**src/rtl/mips_multicycle_ctrl_if.sv**
```systemverilog
// Control/datapath bundle between the multi-cycle controller and the R2000 datapath.
// The controller side is the master; the datapath side is the slave.
interface mips_multicycle_ctrl_if;
  logic [5:0] OpCode;
  logic [5:0] Funct;
  logic       ALUZero;
  logic       MemReady;
  logic       PCWrite;
  logic [1:0] PCSrc;
  logic       IRWrite;
  logic       IorD;
  logic       MemRead;
  logic       MemWrite;
  logic       RegWrite;
  logic       RegDst;
  logic       Mem2Reg;
  logic       ALUSrcA;
  logic [1:0] ALUSrcB;
  logic [1:0] ALUCtl;
  logic       ExtOp;
  logic       IllegalInstr;
  logic       MemTimeout;
  logic [2:0] State;

  modport master (
    input  OpCode, Funct, ALUZero, MemReady,
    output PCWrite, PCSrc, IRWrite, IorD,
    output MemRead, MemWrite, RegWrite, RegDst,
    output Mem2Reg, ALUSrcA, ALUSrcB, ALUCtl,
    output ExtOp, IllegalInstr, MemTimeout, State
  );

  modport slave (
    output OpCode, Funct, ALUZero, MemReady,
    input  PCWrite, PCSrc, IRWrite, IorD,
    input  MemRead, MemWrite, RegWrite, RegDst,
    input  Mem2Reg, ALUSrcA, ALUSrcB, ALUCtl,
    input  ExtOp, IllegalInstr, MemTimeout, State
  );
endinterface

```
**src/rtl/mips_multicycle_ctrl.sv**
```systemverilog
// Multi-cycle R2000 control FSM over a shared memory port with ready handshake.
// Optional MIPS_CTRL_PERF_CNT_EN adds cycle and retired-instruction counters.
module mips_multicycle_ctrl #(
  parameter int MEM_WAIT_MAX = 0,
  parameter int CNT_W        = 8
) (
  input logic CLK,
  input logic RST,
  mips_multicycle_ctrl_if.master bus
`ifdef MIPS_CTRL_PERF_CNT_EN
  ,
  output logic [31:0] CycleCnt,
  output logic [31:0] InstrCnt
`endif
);

  typedef enum logic [2:0] {
    FETCH  = 3'd0,
    DECODE = 3'd1,
    EXEC   = 3'd2,
    MEMACC = 3'd3,
    WB     = 3'd4,
    LDWB   = 3'd5,
    TRAP   = 3'd6,
    UNUSED = 3'd7
  } state_t;

  localparam logic [CNT_W-1:0] WMAX = CNT_W'(MEM_WAIT_MAX);
  localparam bit TO_EN = MEM_WAIT_MAX > 0;

  state_t           state;
  state_t           state_n;
  logic [CNT_W-1:0] cnt;
  logic             to_flag;

  logic is_r, is_lw, is_sw, is_beq, is_bne, is_j;
  logic is_imm_s, is_imm_z, is_supp;
  logic f_alu, f_jr;
  logic mem_state, to_hit, entering;

  assign is_r     = bus.OpCode == 6'h00;
  assign is_lw    = bus.OpCode == 6'h23;
  assign is_sw    = bus.OpCode == 6'h2B;
  assign is_beq   = bus.OpCode == 6'h04;
  assign is_bne   = bus.OpCode == 6'h05;
  assign is_j     = bus.OpCode == 6'h02;
  assign is_imm_s = bus.OpCode inside {6'h08, 6'h09, 6'h0A};
  assign is_imm_z = bus.OpCode inside {6'h0C, 6'h0D, 6'h0F};
  assign is_supp  = is_r | is_lw | is_sw | is_beq | is_bne
                  | is_imm_s | is_imm_z;
  assign f_alu    = bus.Funct inside {6'h20, 6'h21, 6'h22, 6'h23,
                                      6'h24, 6'h25, 6'h2A, 6'h00,
                                      6'h02};
  assign f_jr     = bus.Funct == 6'h08;

  // Ready in the limit cycle still completes the access.
  assign mem_state = (state == FETCH) || (state == MEMACC);
  assign to_hit    = TO_EN && mem_state && !bus.MemReady
                   && (cnt == WMAX);
  assign entering  = ((state_n == FETCH) && (state != FETCH))
                   || ((state_n == MEMACC) && (state != MEMACC));
  assign bus.State = state;

  always_comb begin
    state_n          = state;
    bus.PCWrite      = 1'b0;
    bus.PCSrc        = 2'b00;
    bus.IRWrite      = 1'b0;
    bus.IorD         = 1'b0;
    bus.MemRead      = 1'b0;
    bus.MemWrite     = 1'b0;
    bus.RegWrite     = 1'b0;
    bus.RegDst       = 1'b0;
    bus.Mem2Reg      = 1'b0;
    bus.ALUSrcA      = 1'b0;
    bus.ALUSrcB      = 2'b00;
    bus.ALUCtl       = 2'b00;
    bus.ExtOp        = 1'b0;
    bus.IllegalInstr = 1'b0;
    bus.MemTimeout   = 1'b0;
    if (RST) begin
      case (state)
        FETCH: begin
          bus.MemRead = 1'b1;
          bus.ALUSrcB = 2'b01;
          if (to_hit) begin
            bus.MemRead    = 1'b0;
            bus.MemTimeout = 1'b1;
            state_n        = TRAP;
          end else if (bus.MemReady) begin
            bus.IRWrite = 1'b1;
            bus.PCWrite = 1'b1;
            state_n     = DECODE;
          end
        end
        DECODE: begin
          bus.ALUSrcB = 2'b11;
          bus.ExtOp   = 1'b1;
          unique case (1'b1)
            is_j: begin
              bus.PCWrite = 1'b1;
              bus.PCSrc   = 2'b10;
              state_n     = FETCH;
            end
            is_supp: state_n = EXEC;
            default: state_n = TRAP;
          endcase
        end
        EXEC: begin
          unique case (1'b1)
            is_r && f_alu: begin
              bus.ALUSrcA = 1'b1;
              bus.ALUCtl  = 2'b10;
              state_n     = WB;
            end
            is_r && f_jr: begin
              bus.PCWrite = 1'b1;
              bus.PCSrc   = 2'b11;
              state_n     = FETCH;
            end
            is_lw || is_sw: begin
              bus.ALUSrcA = 1'b1;
              bus.ALUSrcB = 2'b10;
              bus.ExtOp   = 1'b1;
              state_n     = MEMACC;
            end
            is_imm_s || is_imm_z: begin
              bus.ALUSrcA = 1'b1;
              bus.ALUSrcB = 2'b10;
              bus.ALUCtl  = 2'b11;
              bus.ExtOp   = is_imm_s;
              state_n     = WB;
            end
            is_beq || is_bne: begin
              bus.ALUSrcA = 1'b1;
              bus.ALUCtl  = 2'b01;
              bus.PCSrc   = 2'b01;
              bus.PCWrite = (is_beq & bus.ALUZero)
                          | (is_bne & ~bus.ALUZero);
              state_n     = FETCH;
            end
            default: state_n = TRAP;
          endcase
        end
        MEMACC: begin
          bus.IorD     = 1'b1;
          bus.MemRead  = is_lw;
          bus.MemWrite = is_sw;
          if (to_hit) begin
            bus.MemRead    = 1'b0;
            bus.MemWrite   = 1'b0;
            bus.MemTimeout = 1'b1;
            state_n        = TRAP;
          end else if (bus.MemReady) begin
            state_n = is_lw ? LDWB : FETCH;
          end
        end
        WB: begin
          bus.RegWrite = 1'b1;
          bus.RegDst   = is_r;
          state_n      = FETCH;
        end
        LDWB: begin
          bus.RegWrite = 1'b1;
          bus.Mem2Reg  = 1'b1;
          state_n      = FETCH;
        end
        TRAP: begin
          bus.IllegalInstr = ~to_flag;
          state_n          = FETCH;
        end
        default: state_n = FETCH;
      endcase
    end
  end

  always_ff @(posedge CLK) begin
    if (!RST) begin
      state   <= FETCH;
      cnt     <= '0;
      to_flag <= 1'b0;
    end else begin
      state   <= state_n;
      to_flag <= to_hit;
      if (entering) begin
        cnt <= '0;
      end else if (mem_state && !bus.MemReady && (cnt != '1)) begin
        cnt <= cnt + 1'b1;
      end
    end
  end

`ifdef MIPS_CTRL_PERF_CNT_EN
  logic retire;

  assign retire = (state_n == FETCH) && (state != FETCH)
                && (state != TRAP);

  always_ff @(posedge CLK) begin
    if (!RST) begin
      CycleCnt <= '0;
      InstrCnt <= '0;
    end else begin
      CycleCnt <= CycleCnt + 32'd1;
      if (retire) begin
        InstrCnt <= InstrCnt + 32'd1;
      end
    end
  end
`endif

endmodule

```
**src/flat_wrapper.sv**
```systemverilog
// flat-port wrapper written by rule: the top's interface ports become plain ports
module mips_multicycle_ctrl_flat 
#(
  parameter int MEM_WAIT_MAX = 0,
  parameter int CNT_W        = 8
)
  (CLK, RST, bus_OpCode, bus_Funct, bus_ALUZero, bus_MemReady, bus_PCWrite, bus_PCSrc, bus_IRWrite, bus_IorD, bus_MemRead, bus_MemWrite, bus_RegWrite, bus_RegDst, bus_Mem2Reg, bus_ALUSrcA, bus_ALUSrcB, bus_ALUCtl, bus_ExtOp, bus_IllegalInstr, bus_MemTimeout, bus_State);
  mips_multicycle_ctrl_if bus_i ();
  input logic CLK;
  input logic RST;
  input wire logic [$bits(bus_i.OpCode)-1:0] bus_OpCode;
  input wire logic [$bits(bus_i.Funct)-1:0] bus_Funct;
  input wire logic [$bits(bus_i.ALUZero)-1:0] bus_ALUZero;
  input wire logic [$bits(bus_i.MemReady)-1:0] bus_MemReady;
  output wire logic [$bits(bus_i.PCWrite)-1:0] bus_PCWrite;
  output wire logic [$bits(bus_i.PCSrc)-1:0] bus_PCSrc;
  output wire logic [$bits(bus_i.IRWrite)-1:0] bus_IRWrite;
  output wire logic [$bits(bus_i.IorD)-1:0] bus_IorD;
  output wire logic [$bits(bus_i.MemRead)-1:0] bus_MemRead;
  output wire logic [$bits(bus_i.MemWrite)-1:0] bus_MemWrite;
  output wire logic [$bits(bus_i.RegWrite)-1:0] bus_RegWrite;
  output wire logic [$bits(bus_i.RegDst)-1:0] bus_RegDst;
  output wire logic [$bits(bus_i.Mem2Reg)-1:0] bus_Mem2Reg;
  output wire logic [$bits(bus_i.ALUSrcA)-1:0] bus_ALUSrcA;
  output wire logic [$bits(bus_i.ALUSrcB)-1:0] bus_ALUSrcB;
  output wire logic [$bits(bus_i.ALUCtl)-1:0] bus_ALUCtl;
  output wire logic [$bits(bus_i.ExtOp)-1:0] bus_ExtOp;
  output wire logic [$bits(bus_i.IllegalInstr)-1:0] bus_IllegalInstr;
  output wire logic [$bits(bus_i.MemTimeout)-1:0] bus_MemTimeout;
  output wire logic [$bits(bus_i.State)-1:0] bus_State;
  assign bus_i.OpCode = bus_OpCode;
  assign bus_i.Funct = bus_Funct;
  assign bus_i.ALUZero = bus_ALUZero;
  assign bus_i.MemReady = bus_MemReady;
  assign bus_PCWrite = bus_i.PCWrite;
  assign bus_PCSrc = bus_i.PCSrc;
  assign bus_IRWrite = bus_i.IRWrite;
  assign bus_IorD = bus_i.IorD;
  assign bus_MemRead = bus_i.MemRead;
  assign bus_MemWrite = bus_i.MemWrite;
  assign bus_RegWrite = bus_i.RegWrite;
  assign bus_RegDst = bus_i.RegDst;
  assign bus_Mem2Reg = bus_i.Mem2Reg;
  assign bus_ALUSrcA = bus_i.ALUSrcA;
  assign bus_ALUSrcB = bus_i.ALUSrcB;
  assign bus_ALUCtl = bus_i.ALUCtl;
  assign bus_ExtOp = bus_i.ExtOp;
  assign bus_IllegalInstr = bus_i.IllegalInstr;
  assign bus_MemTimeout = bus_i.MemTimeout;
  assign bus_State = bus_i.State;
  mips_multicycle_ctrl #(.MEM_WAIT_MAX(MEM_WAIT_MAX), .CNT_W(CNT_W)) u_core (.CLK(CLK), .RST(RST), .bus(bus_i));
endmodule
```
**config.mk**
```make
export PLATFORM = sky130hd
export DESIGN_NAME = mips_multicycle_ctrl_flat
export DESIGN_NICKNAME = d
export VERILOG_FILES = /design/src/rtl/mips_multicycle_ctrl_if.sv /design/src/rtl/mips_multicycle_ctrl.sv /design/src/flat_wrapper.sv
export SDC_FILE = /design/constraint.sdc
export NUM_CORES = 1
export LEC_CHECK = 0
export BUFFER_PORTS_ARGS = -buffer_cell sky130_fd_sc_hd__buf_2
export CORE_MARGIN = 4
export CORE_UTILIZATION = 25
export CTS_CLUSTER_DIAMETER = 100
export DETAILED_ROUTE_END_ITERATION = 10
export GPL_TIMING_DRIVEN = 0
export SETUP_SLACK_MARGIN = 0.2
export SLEW_MARGIN = 25
export SYNTH_ARGS = -nofsm -noshare
export SYNTH_HDL_FRONTEND = slang
export SYNTH_SLANG_ARGS = --single-unit
```
**constraint.sdc**
```tcl
create_clock -name CLK -period 1.7 [get_ports CLK]
set_input_delay 0.085 -clock CLK [delete_from_list [all_inputs] [get_ports CLK]]
set_output_delay 0.085 -clock CLK [all_outputs]
set_load 0.01 [all_outputs]
```
### Word level (Yosys, flattened, before mapping)

Cells that the tools add are included.

| operators by class | value |
|---|---|
| equal/unequal tests | 28 |
| mux-type cells | 43 |
| reduce and logical (&&, ||, !) cells | 17 |
| bitwise operators | 10 |

Operators by type and width:

| operator | count |
|---|---|
| $eq A6 B6 Y1 const B | 9 |
| $eq A6 B4 Y1 const B | 7 |
| $mux W1 | 22 |
| $eq A6 B2 Y1 const B | 2 |
| $eq A6 B3 Y1 const B | 2 |
| $logic_not A6 Y1 | 2 |
| $mux W2 | 6 |
| $pmux W2 S3 | 2 |
| $pmux W3 S4 | 1 |
| $eq A3 B3 Y1 const B | 3 |
| $mux W3 | 3 |
| $pmux W3 S3 | 1 |
| $reduce_bool A9 Y1 | 1 |
| $pmux W1 S2 | 4 |
| $pmux W2 S2 | 2 |
| $reduce_or A2 Y1 | 4 |
| $or A1 B1 Y1 | 7 |
| $eq A3 B2 Y1 const B | 2 |
| $pmux W3 S2 | 1 |
| $reduce_bool A3 Y1 | 2 |
| $ne A2 B2 Y1 const B | 2 |
| $reduce_or A4 Y1 | 1 |
| $eq A3 B1 Y1 const B | 1 |
| $logic_not A3 Y1 | 1 |
| other kinds (6) | 10 |

| word-level totals | value |
|---|---|
| output and inout port bits | 21 |
| bits in registers | 3 |
| input port bits | 16 |

### Longest topological paths before layout

Gate-level depths: netlist of the first run.

| logic depth | value |
|---|---|
| depth in word-level cells | 9 |
| gate-level depth with buffers | 5 |
| mapped depth without buffers | 4 |

### Worst setup path before layout of the first run

OpenSTA, ideal clock, no wires.

| path | value |
|---|---|
| path kind | register to output |
| start point | register u_core.state[0] (netlist: u_core.bus.State[0]) |
| end point | output port bus_PCWrite |
| data arrival time | 1.464 ns |
| required time | 1.615 ns |
| stages on the path, launching flop included | 6 |
| setup slack | 0.151 ns |
| path through | dfxtp_1 clkbuf_1 nor2b_1 a32o_1 a21oi_1 o32ai_1 |

| on the way | value |
|---|---|
| word-level cells in the longest chain between the ends | 3 |

Ends and longest elaborated chain:

| what | RTL line | text |
|---|---|---|
| start: declaration | mips_multicycle_ctrl.sv:31 | `state_t state;` |
| start signal: assignment | mips_multicycle_ctrl.sv:183 | `state <= state_n;` |
| $eq A3 B2 Y1, or another cell as far along | mips_multicycle_ctrl.sv:82 | `case (state)` |
| $pmux W1 S3 * | mips_multicycle_ctrl.sv:82 |  |
| $mux W1 * | mips_multicycle_ctrl.sv:81 | `if (RST) begin` |
| end: declaration | flat_wrapper.sv:15 | `output wire logic [$bits(bus_i.PCWrite)-1:0] bus_PCWrite;` |

Mark *: on every way between the ends. The rest lies on a longest branch, timed or not.

### Worst setup path in the final report of the first run

| path | value |
|---|---|
| start point | input port bus_OpCode[4] |
| end point | output port bus_PCWrite |

| on the way | value |
|---|---|
| word-level cells in the longest chain between the ends | 6 |

Ends and longest elaborated chain:

| what | RTL line | text |
|---|---|---|
| start: declaration | flat_wrapper.sv:11 | `input wire logic [$bits(bus_i.OpCode)-1:0] bus_OpCode;` |
| $eq A6 B3 Y1 (on tied branches) | mips_multicycle_ctrl.sv:44, mips_multicycle_ctrl.sv:45 |  |
| $and A1 B1 Y1 (on tied branches) | mips_multicycle_ctrl.sv:138, mips_multicycle_ctrl.sv:139 |  |
| $or A1 B1 Y1 | mips_multicycle_ctrl.sv:139 | `\| (is_bne & ~bus.ALUZero);` |
| $pmux W1 S2 | mips_multicycle_ctrl.sv:110 | `unique case (1'b1)` |
| $pmux W1 S3 * | mips_multicycle_ctrl.sv:82 |  |
| $mux W1 * | mips_multicycle_ctrl.sv:81 |  |

Marks and branches as above.

==> metrics.yaml, run 1 <==
start_util: 0.2604
cts_root_buf: "clkbuf_4"
multi_input_area_um2: 668.1
synth_area_um2: 718.2
drtIter0Drc: 91
nets: 172
num_rows: 19
powerDensity_nw_per_um2: 476.1
path_clk_slew_ns: 0.05
cpPeakStageDelay_ns: 0.53
dr.pass1.iters: 4
drv_cap: 0
cts_tree: "done"
place_area_um2: 939.7
cp-start-kind: "primary input"
grt_max_degree: 11
final_util: 0.4129
synth_edf_count: 0
slowest_stage: "or4_4"
drc: 0
yosysWarningCount: 0
h-tree-depth: 1
cpLargestDelayFamily: "simple AND/OR/NAND/NOR gates"
crit_type: "in -> out"
antenna_found_initial: 0
period_share: 0.9654
crit_chain: "buf_2 > or4_4 > or3_1 > o22a_1 > o32ai_2 > buf_2"
ys_top_cells_by_area: "dfxtp_1, nor2_1, nand2_1, and2b_2, a21oi_1"
synthCells: 107
crit_arrival_ns: 1.56
grt_pass1_wl_um: 4236
period_needed_ns: 1.641
die_h_um: 61.60
totalNegativeSetupSlack_ns: 0
ctsHoldBuffers: 0
grt.total_usage: 0.1465
drt-total-wl_um: 2652
synthArstFlopShare: 0
flow.area_growth_from_synthesis_pct: 58.54
grt_pass1_vias: 937
hold-worst-slack_ns: 0.1496
io_pins: 37
setup_viol: 0
viasPerCell: 5.613
hold_viol_final: 0
path_max_fanout: 8
synth.most_common_cell: "nor2_1"
seq_area_frac_synth: 0.08362
fp.dieW_um: 61.60
syn_avg_cell_area_um2: 6.712
dieArea_um2: 3795
vias: 1044
synth_fp_nets: 123
fin_worst_skew_ns: 0.01267
rsz0062_at_grt: "true"
cts.sinks: 3
report.final.slew_viol_count: 0
largest_reg_flops: 3
gp_congestion: 0.8501
dp.final_hpwl_um: 1959
yosys.area.top_type_share: 0.08362
stdcell_area_um2: 1139
crit_buf_inv: 2
p_leak_uw: 0.0005213
antenna_left: 0
coreArea_um2: 2758
outcome: "finished, final reports clean"
wl_per_cell_um: 14.26
worstPathRequired_ns: 1.62
regArea_um2: 66.31
clock_latency_ns: 0.24
cts_buffers: 3
clock_path_buffers: 2
irDropWorstVdd_mv: 0.4301
yosys.area.top_type: "dfxtp_1"
synth_cell_types: 44
end_kind: "primary output"
nFillCells: 284
worst_slack_ns: 0.05874
place_ws_ns: -0.05078
ys_ff_latch: 3
critPathMostFrequentCell: "buf_2"
grt-ovfl-total: 0
synth_commonest_cells: "nor2_1, nand2_1, a21oi_1"
hold_class: "in -> reg"
diodes: 0
synthFlopType: "dfxtp_1"
port_buffers: 35
fmax_ghz: 0.6093
drive_above_1_share: 0.5226
-- path summary, 6_finish.rpt --
kind                        from             endpoint  slack (ns)  cells after the start
min                 bus_MemReady  u_core.bus.State[2]        0.15                      3
max                bus_OpCode[4]          bus_PCWrite        0.06                      6
min reg2reg  u_core.bus.State[1]  u_core.bus.State[0]        0.67                      3
max reg2reg  u_core.bus.State[0]  u_core.bus.State[1]        0.26                      7
-- where the power goes --
part	switching [uW]	leakage, uW	internal (uW)
registers	11.3	0.0000261	81.0
clock network	42.8	0.0000150	88.4
logic	163	0.000480	155
-- routing by layer --
metal	up-vias	track usage	share of wire
li1	497	-	-
met1	488	0.1891	0.40
met2	55	0.2451	0.49
met3	4	0.02935	0.097
met4	0	0.04242	0.0090
met5	-	0	0
-- cell usage in the layout, fill, tap and decap left out, types with 2 or more instances in the layout --
cell / Yosys / layout
clkbuf_4: 0 / 4
inv_1: 2 / 2
o211ai_1: 4 / 4
buf_6: 1 / 2
buf_2: 0 / 35
a21bo_2: 2 / 2
o21ai_0: 4 / 3
clkbuf_2: 0 / 3
dfxtp_2: 0 / 2
buf_8: 0 / 2
o21a_1: 4 / 4
o32ai_1: 3 / 2
a21oi_2: 0 / 2
nor4b_1: 2 / 2
nand3_1: 4 / 4
a21oi_1: 6 / 4
nand2_1: 10 / 9
a211o_1: 2 / 2
nand2b_1: 2 / 2
buf_4: 2 / 9
and3_1: 2 / 2
nor3_1: 3 / 2
nor2_4: 0 / 2
and2b_2: 4 / 4
nor2b_1: 3 / 2
and2_1: 3 / 3
nor2_1: 13 / 11
-- timing repair --
action,in CTS,in global routing
setup endpoints to repair,11,11
gates resized for setup,23,10
pin swaps,8,4
buffers inserted,7,1
gates cloned,1,0
-- cells by family after synthesis --
| logic type | Yosys count | share of synthesized area |
|---|---|---|
| AO/OA/AOI/OAI | 33 | 0.3311 |
| XOR/XNOR | 2 | 0.02439 |
| buffers and inverters | 11 | 0.1063 |
| flip-flops | 3 | 0.08363 |
| other | 1 | 0.005221 |
| AND/OR/NAND/NOR | 57 | 0.4495 |
-- final cells by class --
| class | instances | share of cell area |
|---|---|---|
| Multi-Input combinational cell | 93 | 0.5868 |
| Timing Repair Buffer | 44 | 0.2165 |
| Buffer | 9 | 0.07473 |
| Sequential cell | 3 | 0.05824 |
| Tap cell | 31 | 0.03407 |
| Clock buffer | 4 | 0.02308 |
| Inverter | 2 | 0.006593 |
-- worst register-to-register path, stage by stage (launching register included) --
cell      delay [ns]
dfxtp_2         0.32
buf_8           0.11
buf_4           0.14
nand2b_1        0.20
nor2_4          0.12
buf_4           0.12
nand2_1         0.04
o32ai_1         0.25
-- per-stage QoR --
step                      power [uW]  instances
final                          542.1        186
after global routing           580.7        186
after CTS                      522.8        185
after detailed placement       332.7        173
after global placement         327.6        173
after floorplan                247.0        107
Power figures use the tool's default switching activity.
==> run 2: changes to the inputs <==
BUFFER_PORTS_ARGS = unset   (was -buffer_cell sky130_fd_sc_hd__buf_2)
CORE_MARGIN = unset   (was 4)
DONT_BUFFER_PORTS = 1   (was unset)
==> metrics.yaml, run 2 (synthesis gave the netlist of run 1 again) <==
drt-total-wl_um: 2492
die_h_um: 55.60
dp.final_hpwl_um: 1824
setup_viol: 0
mostFrequentLayoutCells: "nand2_1, nor2_1, buf_4"
fp.dieW_um: 55.60
grt_pass1_wl_um: 4146
report.final.slew_viol_count: 0
viasPerCell: 6.021
hold_class: "in -> reg"
fin_worst_skew_ns: 0.0008582
tightest_slew_ns: 0.5395
drtIter0Drc: 31
nFillCells: 296
outcome: "finished, final reports clean"
drive_above_1_share: 0.3596
nets: 131
antenna_found_initial: 0
cts_buffers: 3
place_area_um2: 764.5
crit_arrival_ns: 1.46
path_max_fanout: 4
gp_congestion: 0.8698
num_rows: 19
p_leak_uw: 0.0003183
vias: 873
port_buffers: 0
crit_type: "reg -> out"
path_clk_slew_ns: 0.04
stdcell_area_um2: 943.4
diodes: 0
dieArea_um2: 3091
flow.area_growth_from_synthesis_pct: 31.36
cts.sinks: 3
cts_root_buf: "clkbuf_4"
totalNegativeSetupSlack_ns: 0
layout_commonest_cell: "nand2_1"
powerDensity_nw_per_um2: 497.0
worstPathRequired_ns: 1.62
wl_per_cell_um: 17.19
irDropWorstVdd_mv: 0.3416
grt_max_degree: 11
hold_viol_final: 0
hold-worst-slack_ns: 0.02684
maxSlewHeadroom: 0.6353
period_needed_ns: 1.542
drc: 0
ctsHoldBuffers: 0
clock_path_buffers: 2
dr.pass1.iters: 4
period_share: 0.9071
grt-ovfl-total: 0
end_kind: "primary output"
largest_reg_flops: 3
drv_cap: 0
start_util: 0.2627
clock_latency_ns: 0.23
cts_tree: "done"
antenna_left: 0
grt.total_usage: 0.1649
rsz0062_at_grt: "true"
h-tree-depth: 1
fmax_ghz: 0.6484
coreArea_um2: 2734
cp-start-kind: "flip-flop"
grt_pass1_vias: 847
io_pins: 37
## run 2: changes by cell type in the layout (fill, tap and decap cells not counted), sizes merged
cell and change:
buf -41
## run 2: repair_timing
item                                    in CTS  in global routing
resized for setup                           23                  9
cloned                                       0                  0
pin swaps                                    6                  4
buffers inserted                             3                  0
endpoints found under the setup margin      11                 11
endpoints found under the hold margin        0                  0
## run 2: worst paths after layout
| kind | startpoint | endpoint | slack (ns) | cells past startpoint |
|---|---|---|---|---|
| max | u_core.bus.State[0] | bus_PCWrite | 0.16 | 5 |
| min | bus_MemReady | u_core.bus.State[2] | 0.03 | 2 |
| max reg2reg | u_core.bus.State[0] | u_core.bus.State[1] | 0.27 | 5 |
| min reg2reg | u_core.bus.State[0] | u_core.bus.State[0] | 0.63 | 3 |
## run 2: critical path: stages (launching register included)
cell     delay (ns)
dfxtp_2        0.34
buf_8          0.12
and2b_2        0.23
a32o_2         0.19
a21oi_2        0.06
o32ai_2        0.28
## run 2: final cells by class
type,instances,area [um^2],area share
multi-input cells,93,690.7,0.7321
plain buffers,9,91.34,0.09682
flip-flops and latches,3,66.31,0.07029
well taps,31,38.79,0.04111
clock buffers,4,26.28,0.02785
repair buffers,3,22.52,0.02387
inverters,2,7.507,0.007958
## run 2: stage by stage
| stage | setup slack [ns] | instances | util | total power [uW] |
|---|---|---|---|---|
| floorplan | 0.2353 | 107 | - | 247.0 |
| global placement | 0.007073 | 138 | 0.2796 | 275.9 |
| detailed placement | -0.01074 | 138 | 0.2796 | 280.1 |
| CTS | 0.08678 | 145 | 0.3295 | 456.2 |
| global route | 0.08972 | 145 | 0.3451 | 498.0 |
| finish | 0.1579 | 145 | 0.3451 | 468.9 |
## run 2: layer usage
layer  global-route usage  wire length, um
met1               0.1980             1004
met2               0.2892             1282
met3              0.04419              204
met4              0.04286                0
met5                    0                0
## run 2: power by group
part           internal (uW)  switching [uW]  total [uW]
clock network           87.9            36.2         124
registers               81.3            17.3        98.5
logic                    115             131         246
total                    284             185         469
